==> config.mk <==
export PLATFORM = sky130hd
export DESIGN_NAME = pixel_scanout_flat
export DESIGN_NICKNAME = d
export VERILOG_FILES = /design/src/rtl/pixel_scanout_pkg.sv /design/src/rtl/pixel_scanout_if.sv /design/src/rtl/pixel_scanout_raster_counter.sv /design/src/rtl/pixel_scanout.sv /design/src/flat_wrapper.sv
export SDC_FILE = /design/constraint.sdc
export NUM_CORES = 1
export LEC_CHECK = 0
export ABC_AREA = 1
export ABC_CLOCK_PERIOD_IN_PS = 2120
export BUFFER_PORTS_ARGS = -buffer_cell sky130_fd_sc_hd__buf_2
export CAP_MARGIN = 40
export CORE_MARGIN = 1.5
export CORE_UTILIZATION = 40
export DETAILED_ROUTE_END_ITERATION = 7
export GPL_TIMING_DRIVEN = 0
export PLACE_DENSITY = 0.62
export SYNTH_ARGS = -nofsm -noshare
export SYNTH_HDL_FRONTEND = slang
export SYNTH_SLANG_ARGS = --single-unit
export TNS_END_PERCENT = 100
==> constraint.sdc <==
create_clock -name clk -period 2.12 [get_ports clk]
set_input_delay 0 -clock clk [delete_from_list [all_inputs] [get_ports clk]]
set_output_delay 0 -clock clk [all_outputs]
set_load 0.01 [all_outputs]
==> src/rtl/pixel_scanout_pkg.sv <==
// Shared scanout types and default VGA 640x480 timing constants.
// Latency: n/a (types and constants only).
// Backpressure: n/a.
package pixel_scanout_pkg;

    typedef enum logic [1:0] {
        IDLE     = 2'd0,
        RUN      = 2'd1,
        STOPPING = 2'd2
    } scanout_state_e;

    // Default 640x480 timing, in pixel ticks (horizontal) and lines (vertical)
    localparam int VGA_H_ACTIVE = 640;
    localparam int VGA_H_FP     = 16;
    localparam int VGA_H_SYNC   = 96;
    localparam int VGA_H_BP     = 48;
    localparam int VGA_V_ACTIVE = 480;
    localparam int VGA_V_FP     = 10;
    localparam int VGA_V_SYNC   = 2;
    localparam int VGA_V_BP     = 33;

    // Counter width that can hold 0..n-1, never narrower than one bit
    function automatic int cnt_w(input int n);
        return (n > 1) ? $clog2(n) : 1;
    endfunction

endpackage

==> src/rtl/pixel_scanout_if.sv <==
// Pixel-memory read port plus raster video outputs of the scanout block.
// Latency: memData is valid exactly 1 clk after memRe.
// Backpressure: none; reads are never stalled.
interface pixel_scanout_if #(
    parameter int ADDR_W = 16,
    parameter int DATA_W = 8
);
    logic [ADDR_W-1:0] memAddr;
    logic              memRe;
    logic [DATA_W-1:0] memData;
    logic [DATA_W-1:0] pixOut;
    logic              hsync;
    logic              vsync;
    logic              blank;
    logic              frameStart;

    // Scanout side: drives the read port and the video outputs
    modport master (
        output memAddr, memRe, pixOut, hsync, vsync, blank, frameStart,
        input  memData
    );

    // Memory/display side
    modport slave (
        input  memAddr, memRe, pixOut, hsync, vsync, blank, frameStart,
        output memData
    );
endinterface

==> src/rtl/pixel_scanout_raster_counter.sv <==
// raster_counter: pixel-tick divider, hCnt/vCnt raster position and sync/visible decode.
// Latency: decode outputs are combinational from the current counter values.
// Backpressure: none; counters free-run while run=1 and sit at zero otherwise.
module raster_counter
    import pixel_scanout_pkg::*;
#(
    parameter int H_ACTIVE = VGA_H_ACTIVE,
    parameter int H_FP     = VGA_H_FP,
    parameter int H_SYNC   = VGA_H_SYNC,
    parameter int H_BP     = VGA_H_BP,
    parameter int V_ACTIVE = VGA_V_ACTIVE,
    parameter int V_FP     = VGA_V_FP,
    parameter int V_SYNC   = VGA_V_SYNC,
    parameter int V_BP     = VGA_V_BP,
    parameter int PIX_DIV  = 2,
    localparam int H_TOTAL = H_ACTIVE + H_FP + H_SYNC + H_BP,
    localparam int V_TOTAL = V_ACTIVE + V_FP + V_SYNC + V_BP,
    localparam int HW      = cnt_w(H_TOTAL),
    localparam int VW      = cnt_w(V_TOTAL)
) (
    input  logic          clk,
    input  logic          reset,
    input  logic          run,
    output logic          tick,
    output logic [HW-1:0] h_cnt,
    output logic [VW-1:0] v_cnt,
    output logic          visible,
    output logic          hs_n,
    output logic          vs_n,
    output logic          frame_end
);
    localparam int DW = cnt_w(PIX_DIV);

    localparam logic [DW-1:0] DIV_LAST = DW'(PIX_DIV - 1);
    localparam logic [HW-1:0] H_LAST   = HW'(H_TOTAL - 1);
    localparam logic [VW-1:0] V_LAST   = VW'(V_TOTAL - 1);
    localparam logic [HW-1:0] H_VIS    = HW'(H_ACTIVE);
    localparam logic [VW-1:0] V_VIS    = VW'(V_ACTIVE);
    localparam logic [HW-1:0] HS_BEG   = HW'(H_ACTIVE + H_FP);
    localparam logic [HW-1:0] HS_END   = HW'(H_ACTIVE + H_FP + H_SYNC);
    localparam logic [VW-1:0] VS_BEG   = VW'(V_ACTIVE + V_FP);
    localparam logic [VW-1:0] VS_END   = VW'(V_ACTIVE + V_FP + V_SYNC);

    logic [DW-1:0] div_cnt;

    // Divider and raster position; everything held at zero while not running
    always_ff @(posedge clk) begin
        if (reset || !run) begin
            div_cnt <= '0;
            h_cnt   <= '0;
            v_cnt   <= '0;
        end else if (div_cnt == DIV_LAST) begin
            div_cnt <= '0;
            if (h_cnt == H_LAST) begin
                h_cnt <= '0;
                v_cnt <= (v_cnt == V_LAST) ? '0 : v_cnt + 1'b1;
            end else begin
                h_cnt <= h_cnt + 1'b1;
            end
        end else begin
            div_cnt <= div_cnt + 1'b1;
        end
    end

    // Tick and position decode for the current raster position
    always_comb begin
        tick      = run && (div_cnt == DIV_LAST);
        visible   = (h_cnt < H_VIS) && (v_cnt < V_VIS);
        hs_n      = !((h_cnt >= HS_BEG) && (h_cnt < HS_END));
        vs_n      = !((v_cnt >= VS_BEG) && (v_cnt < VS_END));
        frame_end = tick && (h_cnt == H_LAST) && (v_cnt == V_LAST);
    end

endmodule

==> src/rtl/pixel_scanout.sv <==
// pixel_scanout: reads pixel memory through its read port and streams it as a VGA raster.
// Latency: 2 clk from the tick presenting (hCnt,vCnt) to pixOut/hsync/vsync/blank/frameStart.
// Backpressure: none; one fire-and-forget read per displayed image pixel tick.
// Build option PDA_SCANOUT_UPSCALE_EN: each image pixel covers a 2x2 screen block.
module pixel_scanout
    import pixel_scanout_pkg::*;
#(
    parameter int H_ACTIVE = VGA_H_ACTIVE,
    parameter int H_FP     = VGA_H_FP,
    parameter int H_SYNC   = VGA_H_SYNC,
    parameter int H_BP     = VGA_H_BP,
    parameter int V_ACTIVE = VGA_V_ACTIVE,
    parameter int V_FP     = VGA_V_FP,
    parameter int V_SYNC   = VGA_V_SYNC,
    parameter int V_BP     = VGA_V_BP,
    parameter int IMG_W    = 256,
    parameter int IMG_H    = 256,
    parameter int DATA_W   = 8,
    parameter int ADDR_W   = 16,
    parameter int PIX_DIV  = 2
) (
    input  logic            clk,
    input  logic            reset,
    input  logic            enable,
    output logic            running,
    pixel_scanout_if.master bus
);
    localparam int H_TOTAL = H_ACTIVE + H_FP + H_SYNC + H_BP;
    localparam int V_TOTAL = V_ACTIVE + V_FP + V_SYNC + V_BP;
    localparam int HW      = cnt_w(H_TOTAL);
    localparam int VW      = cnt_w(V_TOTAL);
    // Bits of x in the address; the image width is a power of two
    localparam int XB      = $clog2(IMG_W);

    scanout_state_e state;

    logic          tick;
    logic [HW-1:0] h_cnt;
    logic [VW-1:0] v_cnt;
    logic          visible;
    logic          hs_n;
    logic          vs_n;
    logic          frame_end;

    logic [31:0]       x_img;
    logic [31:0]       y_img;
    logic              in_img;
    logic [ADDR_W-1:0] rd_addr;

    // Stage 1: sideband of the tick whose read is in flight
    logic s1_vld;
    logic s1_img;
    logic s1_hs_n;
    logic s1_vs_n;
    logic s1_blank;
    logic s1_first;

    // Stage 2: registered video outputs
    logic [DATA_W-1:0] pix_q;
    logic              hs_q;
    logic              vs_q;
    logic              blank_q;
    logic              fs_q;

    raster_counter #(
        .H_ACTIVE (H_ACTIVE),
        .H_FP     (H_FP),
        .H_SYNC   (H_SYNC),
        .H_BP     (H_BP),
        .V_ACTIVE (V_ACTIVE),
        .V_FP     (V_FP),
        .V_SYNC   (V_SYNC),
        .V_BP     (V_BP),
        .PIX_DIV  (PIX_DIV)
    ) u_raster (
        .clk       (clk),
        .reset     (reset),
        .run       (running),
        .tick      (tick),
        .h_cnt     (h_cnt),
        .v_cnt     (v_cnt),
        .visible   (visible),
        .hs_n      (hs_n),
        .vs_n      (vs_n),
        .frame_end (frame_end)
    );

    // Run control: leaving RUN lets the current frame finish before going idle
    always_ff @(posedge clk) begin
        if (reset) begin
            state   <= IDLE;
            running <= 1'b0;
        end else begin
            case (state)
                IDLE: begin
                    if (enable) begin
                        state   <= RUN;
                        running <= 1'b1;
                    end
                end
                RUN: begin
                    if (!enable) begin
                        state <= STOPPING;
                    end
                end
                STOPPING: begin
                    if (enable) begin
                        state <= RUN;
                    end else if (frame_end) begin
                        state   <= IDLE;
                        running <= 1'b0;
                    end
                end
                default: begin
                    state   <= IDLE;
                    running <= 1'b0;
                end
            endcase
        end
    end

    // Screen position to image coordinates
`ifdef PDA_SCANOUT_UPSCALE_EN
    assign x_img = 32'(h_cnt >> 1);
    assign y_img = 32'(v_cnt >> 1);
`else
    assign x_img = 32'(h_cnt);
    assign y_img = 32'(v_cnt);
`endif

    // Image-region test and read address for the current position
    always_comb begin
        in_img  = visible && (x_img < IMG_W) && (y_img < IMG_H);
        rd_addr = ADDR_W'(((y_img & (IMG_H - 1)) << XB) | (x_img & (IMG_W - 1)));
    end

    assign bus.memRe   = tick && in_img;
    assign bus.memAddr = rd_addr;

    // Stage 1: snapshot position sideband on each tick, alongside the read
    always_ff @(posedge clk) begin
        if (reset) begin
            s1_vld   <= 1'b0;
            s1_img   <= 1'b0;
            s1_hs_n  <= 1'b1;
            s1_vs_n  <= 1'b1;
            s1_blank <= 1'b1;
            s1_first <= 1'b0;
        end else begin
            s1_vld <= tick;
            if (tick) begin
                s1_img   <= in_img;
                s1_hs_n  <= hs_n;
                s1_vs_n  <= vs_n;
                s1_blank <= !visible;
                s1_first <= (h_cnt == '0) && (v_cnt == '0);
            end
        end
    end

    // Stage 2: capture read data and register all video outputs together
    always_ff @(posedge clk) begin
        if (reset) begin
            pix_q   <= '0;
            hs_q    <= 1'b1;
            vs_q    <= 1'b1;
            blank_q <= 1'b1;
            fs_q    <= 1'b0;
        end else begin
            fs_q <= s1_vld && s1_first;
            if (s1_vld) begin
                pix_q   <= s1_img ? bus.memData : '0;
                hs_q    <= s1_hs_n;
                vs_q    <= s1_vs_n;
                blank_q <= s1_blank;
            end
        end
    end

    assign bus.pixOut     = pix_q;
    assign bus.hsync      = hs_q;
    assign bus.vsync      = vs_q;
    assign bus.blank      = blank_q;
    assign bus.frameStart = fs_q;

endmodule
==> src/flat_wrapper.sv <==
// flat-port wrapper written by rule: the top's interface ports become plain ports
module pixel_scanout_flat import pixel_scanout_pkg::*;
#(
    parameter int H_ACTIVE = VGA_H_ACTIVE,
    parameter int H_FP     = VGA_H_FP,
    parameter int H_SYNC   = VGA_H_SYNC,
    parameter int H_BP     = VGA_H_BP,
    parameter int V_ACTIVE = VGA_V_ACTIVE,
    parameter int V_FP     = VGA_V_FP,
    parameter int V_SYNC   = VGA_V_SYNC,
    parameter int V_BP     = VGA_V_BP,
    parameter int IMG_W    = 256,
    parameter int IMG_H    = 256,
    parameter int DATA_W   = 8,
    parameter int ADDR_W   = 16,
    parameter int PIX_DIV  = 2
)
  (clk, reset, enable, running, bus_memAddr, bus_memRe, bus_pixOut, bus_hsync, bus_vsync, bus_blank, bus_frameStart, bus_memData);
  pixel_scanout_if #(.ADDR_W(ADDR_W), .DATA_W(DATA_W)) bus_i ();
  input  logic clk;
  input  logic reset;
  input  logic enable;
  output logic running;
  output wire logic [$bits(bus_i.memAddr)-1:0] bus_memAddr;
  output wire logic [$bits(bus_i.memRe)-1:0] bus_memRe;
  output wire logic [$bits(bus_i.pixOut)-1:0] bus_pixOut;
  output wire logic [$bits(bus_i.hsync)-1:0] bus_hsync;
  output wire logic [$bits(bus_i.vsync)-1:0] bus_vsync;
  output wire logic [$bits(bus_i.blank)-1:0] bus_blank;
  output wire logic [$bits(bus_i.frameStart)-1:0] bus_frameStart;
  input wire logic [$bits(bus_i.memData)-1:0] bus_memData;
  assign bus_memAddr = bus_i.memAddr;
  assign bus_memRe = bus_i.memRe;
  assign bus_pixOut = bus_i.pixOut;
  assign bus_hsync = bus_i.hsync;
  assign bus_vsync = bus_i.vsync;
  assign bus_blank = bus_i.blank;
  assign bus_frameStart = bus_i.frameStart;
  assign bus_i.memData = bus_memData;
  pixel_scanout #(.H_ACTIVE(H_ACTIVE), .H_FP(H_FP), .H_SYNC(H_SYNC), .H_BP(H_BP), .V_ACTIVE(V_ACTIVE), .V_FP(V_FP), .V_SYNC(V_SYNC), .V_BP(V_BP), .IMG_W(IMG_W), .IMG_H(IMG_H), .DATA_W(DATA_W), .ADDR_W(ADDR_W), .PIX_DIV(PIX_DIV)) u_core (.clk(clk), .reset(reset), .enable(enable), .running(running), .bus(bus_i));
endmodule
==> impl_results.html, run 1 <==
<table>
<tr><th>Metric</th><th>Value</th></tr>
<tr><th colspan="2">Final layout</th></tr>
<tr><td>Most common cell after layout, fill and taps aside</td><td>sky130_fd_sc_hd__nand2_1</td></tr>
<tr><td>Layout fillers</td><td>521</td></tr>
<tr><td>Number of nets in the layout</td><td>371</td></tr>
<tr><td>Non-Filler Instances</td><td>427</td></tr>
<tr><td>Layout-stage area growth over the synthesis result</td><td>22.6%</td></tr>
<tr><td>Register area</td><td>841 um2</td></tr>
<tr><td>Diode insertion count for antenna repair</td><td>0</td></tr>
<tr><td>Commonest cells after routing, fill and taps aside</td><td>73 x sky130_fd_sc_hd__nand2_1, 42 x sky130_fd_sc_hd__dfxtp_1, 40 x sky130_fd_sc_hd__buf_2</td></tr>
<tr><td>Area of combinational cells with multiple inputs</td><td>991 um2</td></tr>
<tr><td>Fraction of layout instances using a drive strength above 1</td><td>23.0%</td></tr>
<tr><th colspan="2">Setup path</th></tr>
<tr><td>Cell with the largest stage delay on the worst path</td><td>sky130_fd_sc_hd__dfxtp_1</td></tr>
<tr><td>Critical path data required time</td><td>2.33 ns</td></tr>
<tr><td>Start of the worst register-to-register path</td><td>u_core.u_raster.h_cnt[1]</td></tr>
<tr><td>Ordered cell list for the critical path</td><td>ha_1 -&gt; inv_1 -&gt; nor2_2 -&gt; nand4_2 -&gt; nand2_2 -&gt; inv_1 -&gt; o21ai_1 -&gt; inv_1</td></tr>
<tr><td>Largest stage delay, worst path</td><td>0.41 ns</td></tr>
<tr><td>Critical path capture point</td><td>u_core.u_raster.v_cnt[0]</td></tr>
<tr><td>Startpoint type of the worst setup path</td><td>register</td></tr>
<tr><td>Most common cell type on the critical path</td><td>sky130_fd_sc_hd__inv_1</td></tr>
<tr><td>Crit Path Class</td><td>register to register</td></tr>
<tr><td>Critical Path Start</td><td>u_core.u_raster.h_cnt[1]</td></tr>
<tr><td>End of the worst register-to-register path</td><td>u_core.u_raster.v_cnt[0]</td></tr>
<tr><td>Depth of the worst register-to-register path</td><td>8</td></tr>
<tr><td>Minimum setup slack among reg-to-reg paths</td><td>0.51 ns</td></tr>
<tr><td>Sort of element at the end of the critical path</td><td>register</td></tr>
<tr><td>Highest net fanout along the worst path</td><td>7</td></tr>
<tr><td>Critical Path AT</td><td>1.81 ns</td></tr>
<tr><th colspan="2">Clock network</th></tr>
<tr><td>Total of cells resized after clock tree synthesis</td><td>0</td></tr>
<tr><td>Clock-pin slew on the worst setup and hold paths</td><td>0.09 ns</td></tr>
<tr><td>Root buffer selected by CTS</td><td>sky130_fd_sc_hd__clkbuf_8</td></tr>
<tr><td>Number of buffers created by CTS</td><td>5</td></tr>
<tr><td>Clock tree from TritonCTS</td><td>built</td></tr>
<tr><td>Number of buffers added for setup after CTS</td><td>0</td></tr>
<tr><td>Clock latency at the later pin of the worst-skew pair</td><td>0.30 ns</td></tr>
<tr><td>Maximum level of the CTS H-tree</td><td>2</td></tr>
<tr><td>Number of buffers added to fix hold violations after cts</td><td>10</td></tr>
<tr><td>Total number of clock tree sinks</td><td>42</td></tr>
<tr><td>Longest Clk Path Bufs</td><td>2</td></tr>
<tr><th colspan="2">Die</th></tr>
<tr><td>Die X</td><td>75.6 um</td></tr>
<tr><td>Starting density of the core</td><td>41.3%</td></tr>
<tr><td>Die ar.</td><td>5720 um2</td></tr>
<tr><td>Core area</td><td>5110 um2</td></tr>
<tr><td>Number of standard-cell rows in the floorplan</td><td>26</td></tr>
<tr><td>Die height</td><td>75.6 um</td></tr>
<tr><td>Boundary pin count</td><td>41</td></tr>
<tr><th colspan="2">Outcome</th></tr>
<tr><td>Outcome</td><td>complete, no violations</td></tr>
<tr><th colspan="2">STA</th></tr>
<tr><td>Slew at the pin closest to its max-slew limit</td><td>0.462 ns</td></tr>
<tr><td>Final count of pins violating max slew</td><td>0</td></tr>
<tr><td>Final number of hold-violating endpoints</td><td>0</td></tr>
<tr><td>Finish-stage setup viols</td><td>0</td></tr>
<tr><td>Setup repair after global routing missed its margin</td><td>false</td></tr>
<tr><td>Slew HR</td><td>69.2%</td></tr>
<tr><td>Period utilization</td><td>75.7%</td></tr>
<tr><td>Summed negative setup slack over all endpoints</td><td>0 ns</td></tr>
<tr><td>Final clock skew</td><td>0.0115 ns</td></tr>
<tr><td>Peak clock frequency supported by timing</td><td>623 MHz</td></tr>
<tr><td>Min Clock Period, post-route</td><td>1.61 ns</td></tr>
<tr><th colspan="2">Power</th></tr>
<tr><td>Clock share of power</td><td>38.0%</td></tr>
<tr><td>Cell Int Power</td><td>0.00107 W</td></tr>
<tr><td>Switching power summed over all nets</td><td>0.000351 W</td></tr>
<tr><td>Power Dens Cells</td><td>549 nW/um2</td></tr>
<tr><td>VDD IR max</td><td>0.000316 V</td></tr>
<tr><td>Static Leakage</td><td>1.13 nW</td></tr>
<tr><td>Logic pwr share</td><td>5.2%</td></tr>
<tr><td>PnR Total Power</td><td>0.00142 W</td></tr>
<tr><td>Sw frac</td><td>24.7%</td></tr>
<tr><td>Sequential cell fraction of total power</td><td>56.8%</td></tr>
<tr><th colspan="2">Synth</th></tr>
<tr><td>Synth Register Bits</td><td>42</td></tr>
<tr><td>Dominant combinational cell family by area after synthesis</td><td>simple AND/OR/NAND/NOR gates</td></tr>
<tr><td>Cell area after synthesis</td><td>2110 um2</td></tr>
<tr><td>Post-synthesis sequential area ratio</td><td>39.9%</td></tr>
<tr><td>Gate count after technology mapping</td><td>300</td></tr>
<tr><td>Net count after synthesis</td><td>315</td></tr>
<tr><td>Synth cell types</td><td>29</td></tr>
<tr><td>Compound-cell area share of the yosys netlist</td><td>7.77%</td></tr>
<tr><td>Number of warnings issued by yosys</td><td>0</td></tr>
<tr><td>Post-synthesis share of cell area spent on and, or, nand and nor gates</td><td>33.9%</td></tr>
<tr><td>Fraction of synthesized area in multiplexers</td><td>0%</td></tr>
<tr><td>Adder-cell share of the synthesized area</td><td>2.37%</td></tr>
<tr><td>Post-synthesis area per instance</td><td>7.03 um2</td></tr>
<tr><td>Synth Area in XOR/XNOR</td><td>2.91%</td></tr>
<tr><th colspan="2">Global routing</th></tr>
<tr><td>Largest net degree at the start of global routing</td><td>16</td></tr>
<tr><td>Number of global-route vias before repair</td><td>1627</td></tr>
<tr><td>GRT Residual Overflow</td><td>0</td></tr>
<tr><td>Antenna violations before repair</td><td>0</td></tr>
<tr><td>Global-route wire length before repair</td><td>7370 um</td></tr>
<tr><td>GRT Overall Usage</td><td>17.0%</td></tr>
<tr><th colspan="2">Placed design</th></tr>
<tr><td>Last weighted congestion value of the routability-driven placer</td><td>0.858</td></tr>
<tr><td>Port bufs</td><td>39</td></tr>
<tr><td>Placed Instances</td><td>409</td></tr>
<tr><td>DP Wirelength</td><td>3340 um</td></tr>
<tr><th colspan="2">Detailed routing</th></tr>
<tr><td>Detailed Route WL</td><td>4550 um</td></tr>
<tr><td>Total number of vias</td><td>1973</td></tr>
<tr><td>Number of search-and-repair iterations in the first detailed-routing pass</td><td>4</td></tr>
<tr><td>Post-detailed-route count of antenna-violating nets</td><td>0</td></tr>
<tr><td>Vias per std cell</td><td>4.62</td></tr>
<tr><td>Average detailed-routed wire length per instance</td><td>10.7 um</td></tr>
<tr><td>DRT iter0 DRCs</td><td>116</td></tr>
<tr><td>DRC</td><td>0</td></tr>
<tr><th colspan="2">Hold path</th></tr>
<tr><td>Worst hold path cell count</td><td>2</td></tr>
<tr><td>Class of the most critical hold timing path</td><td>register to register</td></tr>
<tr><th colspan="2">Flow run</th></tr>
<tr><td>Max-cap viol count</td><td>0</td></tr>
</table>
## logic make-up (layout without fill, tap and decap cells)
kind of cell | count (synthesis) | in the layout
flops | 42 | 42
buf+inv | 57 | 114
simple gates | 158 | 158
xor+xnor | 7 | 7
compound gates | 32 | 32
fa+ha+maj | 4 | 4
## worst max-delay path: cells and delay by family, from the launching register on
family | cells | cell delay (ns)
fa+ha+maj | 1 | 0.21
buf+inv | 3 | 0.19
compound gates | 1 | 0.13
simple gates | 3 | 0.57
flops | 1 | 0.41
## worst min path at each step
| stage | start | end |
|---|---|---|
| global route | u_core.bus.pixOut[6] | u_core.bus.pixOut[6] |
| global placement | enable | u_core.running |
| floorplan | enable | u_core.running |
| finish | u_core.s1_first | u_core.bus.frameStart |
| CTS | u_core.s1_first | u_core.bus.frameStart |
| detailed placement | enable | u_core.running |
## power groups by stage
| stage | Combinational (W) | Clock, W | Sequential, W |
|---|---|---|---|
| 6_report | 0.0000739 | 0.000539 | 0.000806 |
| 3_5_place_dp | 0.0000596 | 0 | 0.000824 |
| 2_1_floorplan | 0.0000358 | 0 | 0.000824 |
| 5_1_grt | 0.0000830 | 0.000583 | 0.000807 |
| 4_1_cts | 0.0000738 | 0.000557 | 0.000806 |
| 3_3_place_gp | 0.0000590 | 0 | 0.000824 |
## layout make-up
type                       count  area share (%)
multi-input combinational    201            38.3
timing repair buffer          49            11.4
clock buffer                   5            2.66
clock inverter                 3           0.968
inverter                      35            5.08
buffer                        22            5.61
tap                           70            3.39
sequential                    42            32.5
## metrics by stage
stage / utilization [%] / area, um2 / setup WS [ns] / hold WS (ns)
global route: 50.6 / 2580 / 0.334 / 0.488
floorplan: - / 2110 / 0.755 / 0.138
detailed placement: 46.8 / 2390 / 0.496 / 0.253
finish: 50.6 / 2580 / 0.514 / 0.437
global placement: 46.8 / 2390 / 0.506 / 0.253
CTS: 50.6 / 2580 / 0.494 / 0.436
## sequential cells by signal, summed over array words and instances (netlist names), 2 cells and up
| signal | flops |
|---|---|
| u_core.u_raster.v_cnt | 10 |
| u_core.u_raster.h_cnt | 10 |
| u_core.state | 2 |
| u_core.bus.pixOut | 8 |
## synth_stat cells
| library cell | n | area share [%] |
|---|---|---|
| sky130_fd_sc_hd__ha_1 | 4 | 2.4 |
| sky130_fd_sc_hd__xnor2_1 | 1 | 0.42 |
| sky130_fd_sc_hd__clkbuf_2 | 1 | 0.24 |
| sky130_fd_sc_hd__inv_1 | 32 | 5.7 |
| sky130_fd_sc_hd__nor4_1 | 2 | 0.59 |
| sky130_fd_sc_hd__nand3_1 | 27 | 6.4 |
| sky130_fd_sc_hd__nor2_4 | 1 | 0.53 |
| sky130_fd_sc_hd__nor3_1 | 7 | 1.7 |
| sky130_fd_sc_hd__o2111ai_1 | 1 | 0.42 |
| sky130_fd_sc_hd__or2_2 | 1 | 0.30 |
| sky130_fd_sc_hd__buf_4 | 16 | 5.7 |
| sky130_fd_sc_hd__o21ai_1 | 2 | 0.47 |
| sky130_fd_sc_hd__inv_2 | 3 | 0.53 |
| sky130_fd_sc_hd__nor2_1 | 30 | 5.3 |
| sky130_fd_sc_hd__nand3_2 | 1 | 0.47 |
| sky130_fd_sc_hd__o21ai_0 | 8 | 1.9 |
| sky130_fd_sc_hd__nand2_2 | 4 | 1.2 |
| sky130_fd_sc_hd__nor2_2 | 4 | 1.2 |
| sky130_fd_sc_hd__nand4_2 | 2 | 1.2 |
| sky130_fd_sc_hd__nand2_1 | 73 | 13 |
| sky130_fd_sc_hd__dfxtp_1 | 42 | 40 |
| sky130_fd_sc_hd__a21oi_1 | 21 | 5.0 |
| sky130_fd_sc_hd__buf_1 | 1 | 0.18 |
| sky130_fd_sc_hd__nand3b_1 | 1 | 0.36 |
| sky130_fd_sc_hd__clkbuf_1 | 3 | 0.53 |
| sky130_fd_sc_hd__nand2_4 | 1 | 0.53 |
| sky130_fd_sc_hd__nand4_1 | 4 | 1.2 |
| sky130_fd_sc_hd__xor2_1 | 6 | 2.5 |
| sky130_fd_sc_hd__buf_2 | 1 | 0.24 |
## per-layer routing
metal,up-vias,wire length (um),global-route usage (%)
li1,1058,-,-
met1,868,2220,22.2
met2,41,2070,28.1
met3,6,207,4.10
met4,0,57,4.76
met5,-,0,0
(Power assumes the default switching activity.)
==> inputs of run 2 (changes only) <==
--- a/config.mk
+++ b/config.mk
@@ -5,8 +5,8 @@
 export SDC_FILE = /design/constraint.sdc
 export NUM_CORES = 1
 export LEC_CHECK = 0
-export ABC_AREA = 1
-export ABC_CLOCK_PERIOD_IN_PS = 2120
+export ABC_AREA = 0
+export ABC_CLOCK_PERIOD_IN_PS = 1600
 export BUFFER_PORTS_ARGS = -buffer_cell sky130_fd_sc_hd__buf_2
 export CAP_MARGIN = 40
 export CORE_MARGIN = 1.5
==> constraint.sdc (replaced) <==
create_clock -name clk -period 1.6 [get_ports clk]
set_input_delay 0 -clock clk [delete_from_list [all_inputs] [get_ports clk]]
set_output_delay 0 -clock clk [all_outputs]
set_load 0.01 [all_outputs]
==> impl_results.html, run 2 <==
<table>
<tr><th>Metric</th><th>Value</th></tr>
<tr><th colspan="2">Synth</th></tr>
<tr><td>Gate count after technology mapping</td><td>226 (was 300)</td></tr>
<tr><td>Number of synthesized flops with an enable pin</td><td>0 (unchanged)</td></tr>
<tr><td>Cell area after synthesis</td><td>2010 um2 (was 2110 um2)</td></tr>
<tr><td>Biggest area consumer among synthesized cells</td><td>sky130_fd_sc_hd__dfxtp_1 (unchanged)</td></tr>
<tr><td>Net count after synthesis</td><td>241 (was 315)</td></tr>
<tr><td>Synth Register Bits</td><td>42 (unchanged)</td></tr>
<tr><td>Fraction of post-synthesis cell area in the top cell type by area</td><td>41.8% (was 39.9%)</td></tr>
<tr><td>Post-synthesis sequential area ratio</td><td>41.8% (was 39.9%)</td></tr>
<tr><td>Predominant post-synthesis flop cell</td><td>sky130_fd_sc_hd__dfxtp_1 (unchanged)</td></tr>
<tr><td>Number of warnings issued by yosys</td><td>0 (unchanged)</td></tr>
<tr><td>Top cells by area in the synthesized netlist</td><td>sky130_fd_sc_hd__dfxtp_1 42%, sky130_fd_sc_hd__buf_4 6.0%, sky130_fd_sc_hd__a21oi_1 5.0% (was sky130_fd_sc_hd__dfxtp_1 40%, sky130_fd_sc_hd__nand2_1 13%, sky130_fd_sc_hd__nand3_1 6.4%)</td></tr>
<tr><td>Post-synthesis area per instance</td><td>8.90 um2 (was 7.03 um2)</td></tr>
<tr><td>Most common cell in the synthesized netlist</td><td>sky130_fd_sc_hd__dfxtp_1 (was sky130_fd_sc_hd__nand2_1)</td></tr>
<tr><td>Proportion of synthesized flip-flops having asynchronous set or reset</td><td>0% (unchanged)</td></tr>
<tr><td>Synth cell types</td><td>42 (was 29)</td></tr>
<tr><td>List of most frequent post-synthesis cells</td><td>42 x sky130_fd_sc_hd__dfxtp_1, 23 x sky130_fd_sc_hd__nor2_1, 20 x sky130_fd_sc_hd__a21oi_1, 16 x sky130_fd_sc_hd__buf_4, 13 x sky130_fd_sc_hd__nor2b_1 (was 73 x sky130_fd_sc_hd__nand2_1, 42 x sky130_fd_sc_hd__dfxtp_1, 32 x sky130_fd_sc_hd__inv_1, 30 x sky130_fd_sc_hd__nor2_1, 27 x sky130_fd_sc_hd__nand3_1)</td></tr>
<tr><th colspan="2">Global routing</th></tr>
<tr><td>Antenna violations before repair</td><td>0 (unchanged)</td></tr>
<tr><td>GRT Overall Usage</td><td>17.0% (about the same)</td></tr>
<tr><td>GRT Residual Overflow</td><td>0 (unchanged)</td></tr>
<tr><td>Global-route wire length before repair</td><td>7270 um (was 7370 um)</td></tr>
<tr><td>Largest net degree at the start of global routing</td><td>13 (was 16)</td></tr>
<tr><td>Number of global-route vias before repair</td><td>1590 (was 1627)</td></tr>
<tr><th colspan="2">Die</th></tr>
<tr><td>Core area</td><td>4790 um2 (was 5110 um2)</td></tr>
<tr><td>Die ar.</td><td>5460 um2 (was 5720 um2)</td></tr>
<tr><td>Number of standard-cell rows in the floorplan</td><td>25 (was 26)</td></tr>
<tr><td>Die X</td><td>73.9 um (was 75.6 um)</td></tr>
<tr><td>Die height</td><td>73.9 um (was 75.6 um)</td></tr>
<tr><td>Boundary pin count</td><td>41 (unchanged)</td></tr>
<tr><td>Starting density of the core</td><td>42.0% (was 41.3%)</td></tr>
<tr><th colspan="2">Power</th></tr>
<tr><td>Sw frac</td><td>21.8% (was 24.7%)</td></tr>
<tr><td>Clock share of power</td><td>40.3% (was 38.0%)</td></tr>
<tr><td>Logic pwr share</td><td>5.6% (was 5.2%)</td></tr>
<tr><td>VDD IR max</td><td>0.000286 V (was 0.000316 V)</td></tr>
<tr><td>Static Leakage</td><td>1.10 nW (was 1.13 nW)</td></tr>
<tr><td>Switching power summed over all nets</td><td>0.000432 W (was 0.000351 W)</td></tr>
<tr><td>Cell Int Power</td><td>0.00155 W (was 0.00107 W)</td></tr>
<tr><td>Sequential cell fraction of total power</td><td>54.2% (was 56.8%)</td></tr>
<tr><td>Power Dens Cells</td><td>737 nW/um2 (was 549 nW/um2)</td></tr>
<tr><td>PnR Total Power</td><td>0.00198 W (was 0.00142 W)</td></tr>
<tr><th colspan="2">STA</th></tr>
<tr><td>Slew HR</td><td>69.0% (was 69.2%)</td></tr>
<tr><td>Final clock skew</td><td>0.00340 ns (was 0.0115 ns)</td></tr>
<tr><td>Peak clock frequency supported by timing</td><td>630 MHz (was 623 MHz)</td></tr>
<tr><td>Setup repair after global routing missed its margin</td><td>true (was false)</td></tr>
<tr><td>Min Clock Period, post-route</td><td>1.59 ns (was 1.61 ns)</td></tr>
<tr><td>Final WS setup</td><td>0.0137 ns (was 0.514 ns)</td></tr>
<tr><td>Smallest hold slack</td><td>0.115 ns (was 0.437 ns)</td></tr>
<tr><td>Finish-stage setup viols</td><td>0 (unchanged)</td></tr>
<tr><td>Final number of hold-violating endpoints</td><td>0 (unchanged)</td></tr>
<tr><td>Final count of pins violating max slew</td><td>0 (unchanged)</td></tr>
<tr><td>Slew at the pin closest to its max-slew limit</td><td>0.465 ns (was 0.462 ns)</td></tr>
<tr><td>Period utilization</td><td>99.1% (was 75.7%)</td></tr>
<tr><th colspan="2">Setup path</th></tr>
<tr><td>Number of buffers and inverters on the critical path</td><td>1 (was 3)</td></tr>
<tr><td>Critical Path AT</td><td>1.82 ns (was 1.81 ns)</td></tr>
<tr><td>Sort of element at the end of the critical path</td><td>register (unchanged)</td></tr>
<tr><td>Depth of the worst register-to-register path</td><td>6 (was 8)</td></tr>
<tr><td>Startpoint type of the worst setup path</td><td>register (unchanged)</td></tr>
<tr><td>Minimum setup slack among reg-to-reg paths</td><td>0.01 ns (was 0.51 ns)</td></tr>
<tr><td>Critical path capture point</td><td>u_core.u_raster.v_cnt[8] (was u_core.u_raster.v_cnt[0])</td></tr>
<tr><td>Highest net fanout along the worst path</td><td>6 (was 7)</td></tr>
<tr><td>Count of cell instances traversed by the critical path</td><td>6 (was 8)</td></tr>
<tr><td>Start of the worst register-to-register path</td><td>u_core.u_raster.h_cnt[1] (unchanged)</td></tr>
<tr><td>Ordered cell list for the critical path</td><td>ha_4 -&gt; and4_1 -&gt; buf_6 -&gt; nand4_4 -&gt; or4_4 -&gt; a21oi_2 (was ha_1 -&gt; inv_1 -&gt; nor2_2 -&gt; nand4_2 -&gt; nand2_2 -&gt; inv_1 -&gt; o21ai_1 -&gt; inv_1)</td></tr>
<tr><td>Cell with the largest stage delay on the worst path</td><td>sky130_fd_sc_hd__or4_4 (was sky130_fd_sc_hd__dfxtp_1)</td></tr>
<tr><td>End of the worst register-to-register path</td><td>u_core.u_raster.v_cnt[8] (was u_core.u_raster.v_cnt[0])</td></tr>
<tr><td>Critical path data required time</td><td>1.84 ns (was 2.33 ns)</td></tr>
<tr><td>Critical Path Start</td><td>u_core.u_raster.h_cnt[1] (unchanged)</td></tr>
<tr><td>Kind of cell adding the most delay to the critical path</td><td>simple AND/OR/NAND/NOR gates (unchanged)</td></tr>
<tr><td>Largest stage delay, worst path</td><td>0.50 ns (was 0.41 ns)</td></tr>
<tr><td>Crit Path Class</td><td>register to register (unchanged)</td></tr>
<tr><th colspan="2">Placed design</th></tr>
<tr><td>Place WS</td><td>-0.352 ns (was 0.496 ns)</td></tr>
<tr><td>Port bufs</td><td>40 (was 39)</td></tr>
<tr><td>Last weighted congestion value of the routability-driven placer</td><td>0.732 (was 0.858)</td></tr>
<tr><td>DP Wirelength</td><td>2870 um (was 3340 um)</td></tr>
<tr><td>Placed Instances</td><td>333 (was 409)</td></tr>
<tr><th colspan="2">Final layout</th></tr>
<tr><td>Layout-stage area growth over the synthesis result</td><td>33.5% (was 22.6%)</td></tr>
<tr><td>Diode insertion count for antenna repair</td><td>0 (unchanged)</td></tr>
<tr><td>Fraction of layout instances using a drive strength above 1</td><td>36.2% (was 23.0%)</td></tr>
<tr><td>Non-Filler Instances</td><td>360 (was 427)</td></tr>
<tr><td>Number of nets in the layout</td><td>308 (was 371)</td></tr>
<tr><td>Final Core Density</td><td>56.1% (was 50.6%)</td></tr>
<tr><td>Commonest cells after routing, fill and taps aside</td><td>40 x sky130_fd_sc_hd__buf_2, 33 x sky130_fd_sc_hd__dfxtp_1, 25 x sky130_fd_sc_hd__buf_4 (was 73 x sky130_fd_sc_hd__nand2_1, 42 x sky130_fd_sc_hd__dfxtp_1, 40 x sky130_fd_sc_hd__buf_2)</td></tr>
<tr><td>Most common cell after layout, fill and taps aside</td><td>sky130_fd_sc_hd__buf_2 (was sky130_fd_sc_hd__nand2_1)</td></tr>
<tr><th colspan="2">Detailed routing</th></tr>
<tr><td>DRT iter0 DRCs</td><td>86 (was 116)</td></tr>
<tr><td>Number of search-and-repair iterations in the first detailed-routing pass</td><td>4 (unchanged)</td></tr>
<tr><td>Total number of vias</td><td>1764 (was 1973)</td></tr>
<tr><td>Highest metal layer used by the detailed router</td><td>met4 (unchanged)</td></tr>
<tr><td>Detailed Route WL</td><td>4420 um (was 4550 um)</td></tr>
<tr><td>Detailed-routed wire length on met2</td><td>2130 um (was 2070 um)</td></tr>
<tr><td>Vias per std cell</td><td>4.90 (was 4.62)</td></tr>
<tr><td>Average detailed-routed wire length per instance</td><td>12.3 um (was 10.7 um)</td></tr>
<tr><td>DRC</td><td>0 (unchanged)</td></tr>
<tr><td>Length of routed wiring on met1</td><td>2080 um (was 2220 um)</td></tr>
<tr><td>Length of routed met3 wiring</td><td>152 um (was 207 um)</td></tr>
<tr><td>Post-detailed-route count of antenna-violating nets</td><td>0 (unchanged)</td></tr>
<tr><th colspan="2">Clock network</th></tr>
<tr><td>Clock latency at the later pin of the worst-skew pair</td><td>0.29 ns (was 0.30 ns)</td></tr>
<tr><td>Root buffer selected by CTS</td><td>sky130_fd_sc_hd__clkbuf_8 (unchanged)</td></tr>
<tr><td>Longest Clk Path Bufs</td><td>2 (unchanged)</td></tr>
<tr><td>Number of buffers created by CTS</td><td>5 (unchanged)</td></tr>
<tr><td>Total number of clock tree sinks</td><td>42 (unchanged)</td></tr>
<tr><td>Clock tree from TritonCTS</td><td>built (unchanged)</td></tr>
<tr><td>Clock-pin slew on the worst setup and hold paths</td><td>0.08 ns (was 0.09 ns)</td></tr>
<tr><td>Maximum level of the CTS H-tree</td><td>2 (unchanged)</td></tr>
<tr><th colspan="2">Outcome</th></tr>
<tr><td>Outcome</td><td>complete, no violations (unchanged)</td></tr>
<tr><th colspan="2">Hold path</th></tr>
<tr><td>Worst hold path cell count</td><td>4 (was 2)</td></tr>
<tr><td>Class of the most critical hold timing path</td><td>primary input to register (was register to register)</td></tr>
<tr><th colspan="2">Flow run</th></tr>
<tr><td>Max-cap viol count</td><td>0 (unchanged)</td></tr>
</table>
-- run 2: changes by cell type in the layout (fill, tap and decap cells not counted), sizes merged, moves of 5 or more --
cell,change
inv,-28
buf,+12
nor2,-12
nor2b,+13
nor3,-5
nand2,-68
nand3,-19
nor4,+5
-- run 2: repair_timing --
| action | 4_1_cts | 5_1_grt |
|---|---|---|
| hold endpoints to repair | 10 | 0 |
| hold buffers | 9 | 0 |
| gates resized for setup | 7 | 16 |
| pin swaps | 5 | 8 |
| endpoints found under the setup margin | 11 | 13 |
| setup buffers | 9 | 2 |
-- run 2: area by class of cell --
type	count	area, um2
Buffer	23	163
Tap cell	67	83.8
Inverter	8	30.0
Fill cell	456	2100
Timing Repair Buffer	60	389
Sequential cell	42	857
Clock buffer	7	108
Multi-Input combinational cell	153	1050
-- run 2: logic make-up (layout without fill, tap and decap cells) --
kind of cell / Yosys count / in the layout / synth area share [%]
buffers and inverters: 31 / 98 / 9.21
XOR/XNOR: 11 / 11 / 4.79
AND/OR/NAND/NOR: 97 / 97 / 29.2
adder cells (fa/ha/maj): 4 / 4 / 2.49
flip-flops: 42 / 42 / 41.8
AO/OA/AOI/OAI: 41 / 41 / 12.4
-- run 2: worst min-delay path by stage --
stage | start | slack (ns) | to
2_1_floorplan | enable | 0.08 | u_core.state[1]
3_3_place_gp | enable | 0.21 | u_core.state[1]
3_5_place_dp | enable | 0.20 | u_core.state[1]
4_1_cts | reset | 0.11 | u_core.s1_first
5_1_grt | reset | 0.12 | u_core.s1_first
6_report | reset | 0.12 | u_core.s1_first
-- run 2: worst reg2reg max path: stages, from the launching register on --
cell,delay (ns)
sky130_fd_sc_hd__dfxtp_4,0.36
sky130_fd_sc_hd__ha_4,0.14
sky130_fd_sc_hd__and4_1,0.18
sky130_fd_sc_hd__buf_6,0.12
sky130_fd_sc_hd__nand4_4,0.12
sky130_fd_sc_hd__or4_4,0.50
sky130_fd_sc_hd__a21oi_2,0.11
-- run 2: metal layers --
metal / vias up / track usage [%]
li1: 916 / -
met1: 812 / 21.7
met2: 30 / 28.5
met3: 6 / 4.25
met4: 0 / 4.94
met5: - / 0
-- run 2: power groups by stage --
| stage | Combinational [W] | Clock [W] | Sequential [W] |
|---|---|---|---|
| floorplan | 0.0000533 | 0 | 0.00109 |
| global placement | 0.0000899 | 0 | 0.00110 |
| detailed placement | 0.0000901 | 0 | 0.00110 |
| global route | 0.000123 | 0.000851 | 0.00107 |
| finish | 0.000111 | 0.000796 | 0.00107 |
| CTS | 0.000111 | 0.000815 | 0.00107 |
-- run 2: metrics by stage --
stage	cell area, um2	setup TNS (ns)
after detailed placement	2310	-2.77
after CTS	2620	0
final	2690	0
after global routing	2690	-0.0657
after global placement	2310	-2.65
after floorplan	2030	0
